$ cat src/rtl/count_sequencer.sv
// Start/stop/pause sequencer driving a counter from 0 up to a latched limit,
// with one-shot or periodic auto-reload and a registered terminal-count pulse.
module count_sequencer #(
  parameter int unsigned WIDTH = 4
) (
  input  logic             clk,
  input  logic             reset,
  input  logic             start,
  input  logic             stop,
  input  logic             pause,
  input  logic             mode,
  input  logic [WIDTH-1:0] limit,
  output logic             en,
  output logic [WIDTH-1:0] q,
  output logic             busy,
  output logic             done
);

  typedef enum logic [1:0] {
    IDLE  = 2'd0,
    RUN   = 2'd1,
    PAUSE = 2'd2
  } state_e;

  state_e           state_q, state_d;
  logic [WIDTH-1:0] cnt_q, cnt_d;
  logic [WIDTH-1:0] limit_q, limit_d;
  logic             mode_q, mode_d;
  logic             done_q, done_d;

  always_ff @(posedge clk or negedge reset) begin
    if (!reset) begin
      state_q <= IDLE;
      cnt_q   <= '0;
      limit_q <= '0;
      mode_q  <= 1'b0;
      done_q  <= 1'b0;
    end else begin
      state_q <= state_d;
      cnt_q   <= cnt_d;
      limit_q <= limit_d;
      mode_q  <= mode_d;
      done_q  <= done_d;
    end
  end

  always_comb begin
    state_d = state_q;
    cnt_d   = cnt_q;
    limit_d = limit_q;
    mode_d  = mode_q;
    done_d  = 1'b0;
    unique case (state_q)
      IDLE: begin
        if (start && !stop) begin
          state_d = RUN;
          cnt_d   = '0;
          limit_d = limit;
          mode_d  = mode;
        end
      end
      RUN: begin
        // stop outranks pause, which outranks counting; stop suppresses done
        if (stop) begin
          state_d = IDLE;
          cnt_d   = '0;
        end else if (pause) begin
          state_d = PAUSE;
        end else if (cnt_q == limit_q) begin
          cnt_d   = '0;
          done_d  = 1'b1;
          state_d = mode_q ? RUN : IDLE;
        end else begin
          cnt_d = cnt_q + WIDTH'(1);
        end
      end
      PAUSE: begin
        if (stop) begin
          state_d = IDLE;
          cnt_d   = '0;
        end else if (!pause) begin
          state_d = RUN;
        end
      end
      default: begin
        state_d = IDLE;
        cnt_d   = '0;
      end
    endcase
  end

  always_comb begin
    en   = (state_q == RUN) && !pause && !stop;
    busy = (state_q != IDLE);
    q    = cnt_q;
    done = done_q;
  end

endmodule
$ cat config.mk
export PLATFORM = sky130hd
export DESIGN_NAME = count_sequencer
export DESIGN_NICKNAME = d
export VERILOG_FILES = /design/src/rtl/count_sequencer.sv
export SDC_FILE = /design/constraint.sdc
export NUM_CORES = 1
export LEC_CHECK = 0
export BUFFER_PORTS_ARGS = -buffer_cell sky130_fd_sc_hd__clkbuf_2
export CAP_MARGIN = 20
export CORE_MARGIN = 1
export CORE_UTILIZATION = 49
export CTS_BUF_LIST = sky130_fd_sc_hd__clkbuf_16
export CTS_CLUSTER_SIZE = 24
export DETAILED_ROUTE_END_ITERATION = 6
export PLACE_DENSITY = 0.75
export SYNTH_ARGS = -nofsm -noshare
export SYNTH_HDL_FRONTEND = slang
export SYNTH_SLANG_ARGS = --single-unit
$ cat constraint.sdc
create_clock -name clk -period 1.9 [get_ports clk]
set_clock_uncertainty 0.1 [all_clocks]
set_input_delay 0.57 -clock clk [delete_from_list [all_inputs] [get_ports clk]]
set_output_delay 0.57 -clock clk [all_outputs]
set_load 0.005 [all_outputs]
==> metrics.md, run 1 <==
| Metric | Value |
|---|---|
| Slew Limit Headroom | `0.8037` |
| Top-Level Pins | `17` |
| Max Buffers Root-to-Sink | `2` |
| Hold WC Path Type | `in -> async` |
| Count leader, synth | `dfrtp_1` |
| Placed inst area | `770.7 um^2` |
| 1st-iter DRT viols | `6` |
| Die Width | `38.34 um` |
| H-tree depth | `1` |
| Num Clock Sinks | `12` |
| Slew Limit Fails | `0` |
| Number of flops mapped to enable cells by yosys | `0` |
| Clock Tree Root | `clkbuf_16` |
| Leak | `0.4287 nW` |
| Global-route wire length before repair | `2166 um` |
| Worst-path fanout max | `2` |
| Max IR drop VDD | `0.9226 mV` |
| Total power | `1.278 mW` |
| Total wire length | `1389 um` |
| Hold_ws | `105.7 ps` |
| Ys flop type | `dfrtp_1` |
| Cts bufs inserted | `3` |
| Core area | `1171 um^2` |
| Die Height | `38.34 um` |
| Highest Clock Rate | `514.3 MHz` |
| Clock period minus worst slack | `1944 ps` |
| Initial antenna violation count | `0` |
| Die footprint | `1470 um^2` |
| Fraction of layout cells with a size suffix above 1 | `0.4217` |
| Largest net degree at the start of global routing | `13` |
| Gr usage total | `0.2236` |
| Pre-antenna DRT Iters | `4` |
| CP max stage delay | `370 ps` |
| Post-synth top cells | `dfrtp_1, mux2_1, xnor2_1, nor2_1` |
| Pwr Density | `1424 nW/um^2` |
| DRC errors left | `0` |
| Worst setup margin | `-44.27 ps` |
| Post-route cell area | `897.1 um^2` |
| Fin. Hold Viols | `0` |
| Vias in the first global route | `493` |
| CP Data Required Time | `1230 ps` |
| RSZ-0062 raised after global routing | `true` |
| Antenna cells | `0` |
| Netlist cell types | `29` |
| Dpl hpwl | `954.4 um` |
| Mapped Area | `646.9 um^2` |
| Yosys warns | `0` |
| CP Class | `in -> out` |
| Max-cap violations | `0` |
| Layout Nets | `95` |
| Cell row count | `12` |
| Failing checks | `setup timing` |
| Syn_nets | `65` |
| Syn-to-layout area delta | `38.68%` |
| Slowest CP cell | `or3b_4` |
| Top cells by area, synth | `dfrtp_1, mux2_1, xnor2_1` |
| Sequential fraction of the synthesis area | `0.4642` |
| Placer Congestion | `0.7195` |
| Vias | `524` |
| #FFs+latches synth | `12` |
| Post-DRT Antenna Nets | `0` |
| CP startpoint kind | `input port` |
| Worst endpoint data arrival time | `1270 ps` |
| Grt total ovfl | `0` |
| Slew @ Worst Pin | `294.4 ps` |
| Crit-path cells | `buf_6 -> or3b_4 -> nor2_1 -> buf_2` |
| DR vias/cell | `5.402` |
| DR WL/cell | `14.32 um` |
| Post-synthesis cell count | `54` |
| CTS tree | `yes` |
| Critical Path End Type | `output pin` |
| Final setup viols | `2` |
| Worst-path clk slew | `40 ps` |
| Post-route clock period utilization | `1.023` |
| Starting density of the core | `0.5524` |
| Pre-CTS WS | `-34.64 ps` |
| Fraction of registers with async set/reset | `1.000` |
| Synthesized area per cell | `11.98 um^2` |
| # hold bufs at CTS | `0` |
| Synth top area share | `0.4642` |
| Cell family with most CP delay | `simple AND/OR/NAND/NOR gates` |
| Worst path bufs/invs | `2` |
| Clk Latency, worst-skew pair | `240 ps` |
| Status | `finished, violations left` |
| Port buffer count | `16` |
| Largest area contributor in the netlist | `dfrtp_1` |
-- sequential cells by signal, summed over array words and instances (netlist names) --
register  count
mode_q        1
state_q       2
q             4
limit_q       4
done          1
-- power by group --
part / internal, mW / switching, mW
clock network: 0.277 / 0.107
logic: 0.269 / 0.207
registers: 0.343 / 0.0742
total: 0.889 / 0.388
-- cell type report --
type,instances,area (um^2)
sequential,12,300.3
multi-input combinational,39,324.1
inverter,1,3.754
clock inverter,1,3.754
clock buffer,3,75.07
tap,14,17.52
fill,76,274.0
timing repair buffer,27,172.7
-- worst paths after layout --
kind | from | end | slack [ps] | cells past startpoint
min | reset | q[2]$_DFFE_PN0P_ | 110 | 1
max in group asynchronous | reset | state_q[0]$_DFFE_PN0P_ | 1370 | 1
max reg2reg | state_q[1]$_DFFE_PN0P_ | q[2]$_DFFE_PN0P_ | 180 | 7
max | stop | en | -40 | 4
min reg2reg | mode_q$_DFFE_PN0P_ | mode_q$_DFFE_PN0P_ | 380 | 1
min in group clk | mode_q$_DFFE_PN0P_ | mode_q$_DFFE_PN0P_ | 380 | 1
-- what timing repair did --
| action | in CTS | in global routing |
|---|---|---|
| resized for setup | 0 | 3 |
| pin swaps | 2 | 1 |
| setup buffers | 1 | 4 |
| setup endpoints to repair | 2 | 2 |
-- through the flow --
step / setup TNS (ps) / std cells / utilization
after floorplan: 0 / 54 / -
after global placement: -33.38 / 88 / 0.6581
after detailed placement: -56.66 / 88 / 0.6581
after CTS: -20.63 / 93 / 0.7318
after global routing: -64.13 / 97 / 0.7660
final: -49.11 / 97 / 0.7660
-- cell usage in the layout, fill, tap and decap left out --
cell       count
a211oi_1       2
a21boi_0       1
a21oi_1        1
a22o_1         2
a31oi_1        1
a41o_1         1
buf_2          1
buf_4         10
buf_6          2
clkbuf_16      3
clkbuf_2      14
clkinv_1       1
dfrtp_1       12
ha_1           1
inv_1          1
mux2_1         5
mux2_2         1
nand2b_1       1
nand3_1        1
nand4_1        1
nor2_1         4
nor2_2         1
nor2b_1        1
nor3_1         1
nor3b_1        2
nor4b_4        1
o21a_1         1
o21bai_1       1
o22a_1         1
o2bb2ai_1      1
or2_2          1
or3b_4         1
xnor2_1        5
-- routing by layer --
metal | wire, um | share of wire | global-route usage | up-vias
li1 | - | - | - | 256
met1 | 578 | 0.42 | 0.2667 | 251
met2 | 724 | 0.52 | 0.3771 | 14
met3 | 73 | 0.053 | 0.08721 | 3
met4 | 13 | 0.0094 | 0.05172 | 0
met5 | 0 | 0 | 0 | -
-- cells by family (layout without fill, tap and decap cells) --
kind of cell,count (synthesis),after routing,share of synthesized area
mux,6,6,0.1044
fa+ha+maj,1,1,0.01934
compound gates,12,12,0.1451
buf+inv,3,32,0.03481
flops,12,12,0.4642
simple gates,15,15,0.1644
xor+xnor,5,5,0.06770
Power figures use the tool's default switching activity.
==> run 2: changes to the inputs <==
- ABC_AREA: unset -> 1
- BUFFER_PORTS_ARGS: -buffer_cell sky130_fd_sc_hd__clkbuf_2 -> -buffer_cell sky130_fd_sc_hd__buf_2
- CORE_UTILIZATION: 49 -> 45
- PLACE_DENSITY: 0.75 -> 0.72
- clock period: 1.9 -> 1.78 ns (I/O delays scaled with it)
==> metrics.md, run 2 <==
| Metric | Value |
|---|---|
| Status | `finished clean` |
| Crit-path cells | `buf_4 -> nor2_4 -> inv_2 -> buf_2` |
| Num Clock Sinks | `12 (unchanged)` |
| Fraction of layout cells with a size suffix above 1 | `0.4274 (+0.005664)` |
| # hold bufs at CTS | `0 (unchanged)` |
| Clock period minus worst slack | `1736 ps` |
| Post-synth top cells | `nand2_1, nor2_1, dfrtp_1, inv_1, nand2_2` |
| Mapped Area | `703.2 um^2 (+8.7%)` |
| H-tree depth | `1 (unchanged)` |
| Worst setup endpoint | `busy` |
| Starting density of the core | `0.5086 (-0.04375)` |
| Highest Clock Rate | `576.0 MHz` |
| Antenna cells | `0 (unchanged)` |
| Grt total ovfl | `0 (unchanged)` |
| Port buffer count | `16 (unchanged)` |
| Top-Level Pins | `17 (unchanged)` |
| Slew Limit Headroom | `0.8141 (+0.01033)` |
| Worst-path fanout max | `3 (+1)` |
| Flop2flop setup slack | `320 ps (+140 ps)` |
| Layout Nets | `129 (+36%)` |
| Synth top area share | `0.4270 (-0.03717)` |
| Number of cells on the critical path | `4 (unchanged)` |
| Cell row count | `13 (+1)` |
| CP Class | `reg -> out` |
| Total wire length | `1527 um (+9.9%)` |
| Max IR drop VDD | `1.074 mV (+16%)` |
| Vias | `648 (+24%)` |
| Sequential fraction of the synthesis area | `0.4270 (-0.03717)` |
| Vias in the first global route | `548 (+11%)` |
| Ys flop type | `dfrtp_1` |
| Slew Limit Fails | `0 (unchanged)` |
| Syn-to-layout area delta | `33.27%` |
| Cts bufs inserted | `3 (unchanged)` |
| Yosys warns | `0 (unchanged)` |
| Most frequent cells in the layout | `nand2_1, buf_2, nor2_1` |
| Worst endpoint data arrival time | `1100 ps (-170 ps)` |
| Count leader, synth | `nand2_1` |
| Post-route clock period utilization | `0.9754` |
| Hold WC Path Type | `in -> async` |
| DR WL/cell | `11.57 um (-19%)` |
| Max-cap violations | `0 (unchanged)` |
| Initial antenna violation count | `0 (unchanged)` |
| Slew @ Worst Pin | `278.9 ps (-15.49 ps)` |
| Core area | `1383 um^2 (+18%)` |
| Number of flops mapped to enable cells by yosys | `0 (unchanged)` |
| Netlist cell types | `21 (-28%)` |
| Clock Tree Root | `clkbuf_16` |
| Final setup viols | `0 (-2)` |
| Reg-to-reg endpoint | `limit_q[0]$_DFFE_PN0P_` |
| Final Non-Filler Cells | `132 (+36%)` |
| Max Buffers Root-to-Sink | `2 (unchanged)` |
| Top cells by area, synth | `dfrtp_1, nand2_1, nor2_1` |
| Setup tns final | `0 ps (+49.11 ps)` |
| Worst path bufs/invs | `3 (+1)` |
| Synthesized area per cell | `7.813 um^2 (-35%)` |
| Post-DRT Antenna Nets | `0 (unchanged)` |
| 1st-iter DRT viols | `10 (+4)` |
| CP max stage delay | `400 ps (+30 ps)` |
| CP startpoint kind | `flip-flop` |
| DR vias/cell | `4.909 (-9.1%)` |
| Critical Path End Type | `output pin` |
| Slowest CP cell | `dfrtp_2` |
| DRC errors left | `0 (unchanged)` |
| CP Data Required Time | `1150 ps (-80 ps)` |
| Die footprint | `1725 um^2 (+17%)` |
| R2R cell count | `4 (-3)` |
| CTS tree | `yes` |
| Most common cell after layout, fill and taps aside | `nand2_1` |
| Fin. Hold Viols | `0 (unchanged)` |
| Clk Latency, worst-skew pair | `240 ps (about the same)` |
| Fraction of registers with async set/reset | `1.000 (unchanged)` |
| Crit path from | `state_q[1]$_DFFE_PN0P_` |
| Total power | `1.357 mW (+6.2%)` |
| #FFs+latches synth | `12 (unchanged)` |
| Leak | `0.4974 nW (+16%)` |
| Global-route wire length before repair | `2283 um (+5.4%)` |
| Gr usage total | `0.1794 (-0.04417)` |
| Die Width | `41.53 um (+8.3%)` |
| Worst setup margin | `43.78 ps (+88.05 ps)` |
| Post-synthesis cell count | `90 (+67%)` |
| Placer Congestion | `0.7740 (+7.6%)` |
| Dpl hpwl | `1040 um (+8.9%)` |
| Largest area contributor in the netlist | `dfrtp_1` |
| Syn_nets | `101 (+55%)` |
| Largest net degree at the start of global routing | `13 (unchanged)` |
| Worst-path clk slew | `40 ps (about the same)` |
| Die Height | `41.53 um (+8.3%)` |
| Pre-CTS WS | `96.43 ps (+131.1 ps)` |
| Pwr Density | `1448 nW/um^2 (+1.6%)` |
| Reg-to-Reg Start | `state_q[1]$_DFFE_PN0P_` |
| Placed cell count | `121 (+38%)` |
| Pre-antenna DRT Iters | `4 (unchanged)` |
| Cell family with most CP delay | `flip-flops` |
[run 2: area by class of cell]
| type | count | area, um^2 |
|---|---|---|
| clock buffer | 3 | 75.07 |
| clock inverter | 1 | 3.754 |
| fill | 117 | 445.4 |
| inverter | 15 | 58.81 |
| multi-input combinational | 63 | 345.3 |
| sequential | 12 | 302.8 |
| tap | 15 | 18.77 |
| timing repair buffer | 23 | 132.6 |
[run 2: worst min-delay path by stage]
stage          startpoint  cells past startpoint                      to  slack, ps
3_5_place_dp        reset                      1  state_q[1]$_DFFE_PN0P_        330
5_1_grt             reset                      1  limit_q[1]$_DFFE_PN0P_         90
3_3_place_gp        reset                      1  state_q[1]$_DFFE_PN0P_        330
6_report            reset                      1        q[3]$_DFFE_PN0P_         70
4_1_cts             reset                      1      mode_q$_DFFE_PN0P_         70
2_1_floorplan       reset                      0          done$_DFF_PN0_        140
[run 2: per-stage QoR]
| step | utilization | instance area (um^2) | hold WS, ps |
|---|---|---|---|
| floorplan | - | 703.2 | 138.4 |
| global route | 0.6778 | 937.1 | 86.02 |
| CTS | 0.6498 | 898.4 | 68.98 |
| global placement | 0.5801 | 802.0 | 328.2 |
| finish | 0.6778 | 937.1 | 66.64 |
| detailed placement | 0.5801 | 802.0 | 327.2 |
[run 2: power by group]
| part | leakage (nW) | internal (mW) | switching [mW] | total (mW) |
|---|---|---|---|---|
| Combinational | 0.311 | 0.224 | 0.279 | 0.503 |
| Sequential | 0.148 | 0.361 | 0.0820 | 0.443 |
| Clock | 0.0385 | 0.296 | 0.116 | 0.411 |
[run 2: what timing repair did]
| action | in CTS | in global routing |
|---|---|---|
| resized for setup | 2 | 2 |
| pin swaps | 1 | 1 |
| endpoints found under the hold margin | 0 | 0 |
| endpoints found under the setup margin | 1 | 1 |
| cloned | 0 | 0 |
| buffers inserted | 2 | 5 |
[run 2: cell families after synthesis]
logic type | synth area share
buf+inv | 0.08183
compound gates | 0.09609
fa+ha+maj | 0.01779
flops | 0.4270
simple gates | 0.3559
mux | 0.02135
[run 2: layer usage]
layer / routed length (um) / part of all wire / global-route usage / vias to the layer above
met1: 714 / 0.47 / 0.2176 / 296
met2: 736 / 0.48 / 0.2656 / 12
li1: - / - / - / 337
met4: 17 / 0.011 / 0.1097 / 0
met3: 57 / 0.037 / 0.06957 / 3
met5: 0 / 0 / 0 / -
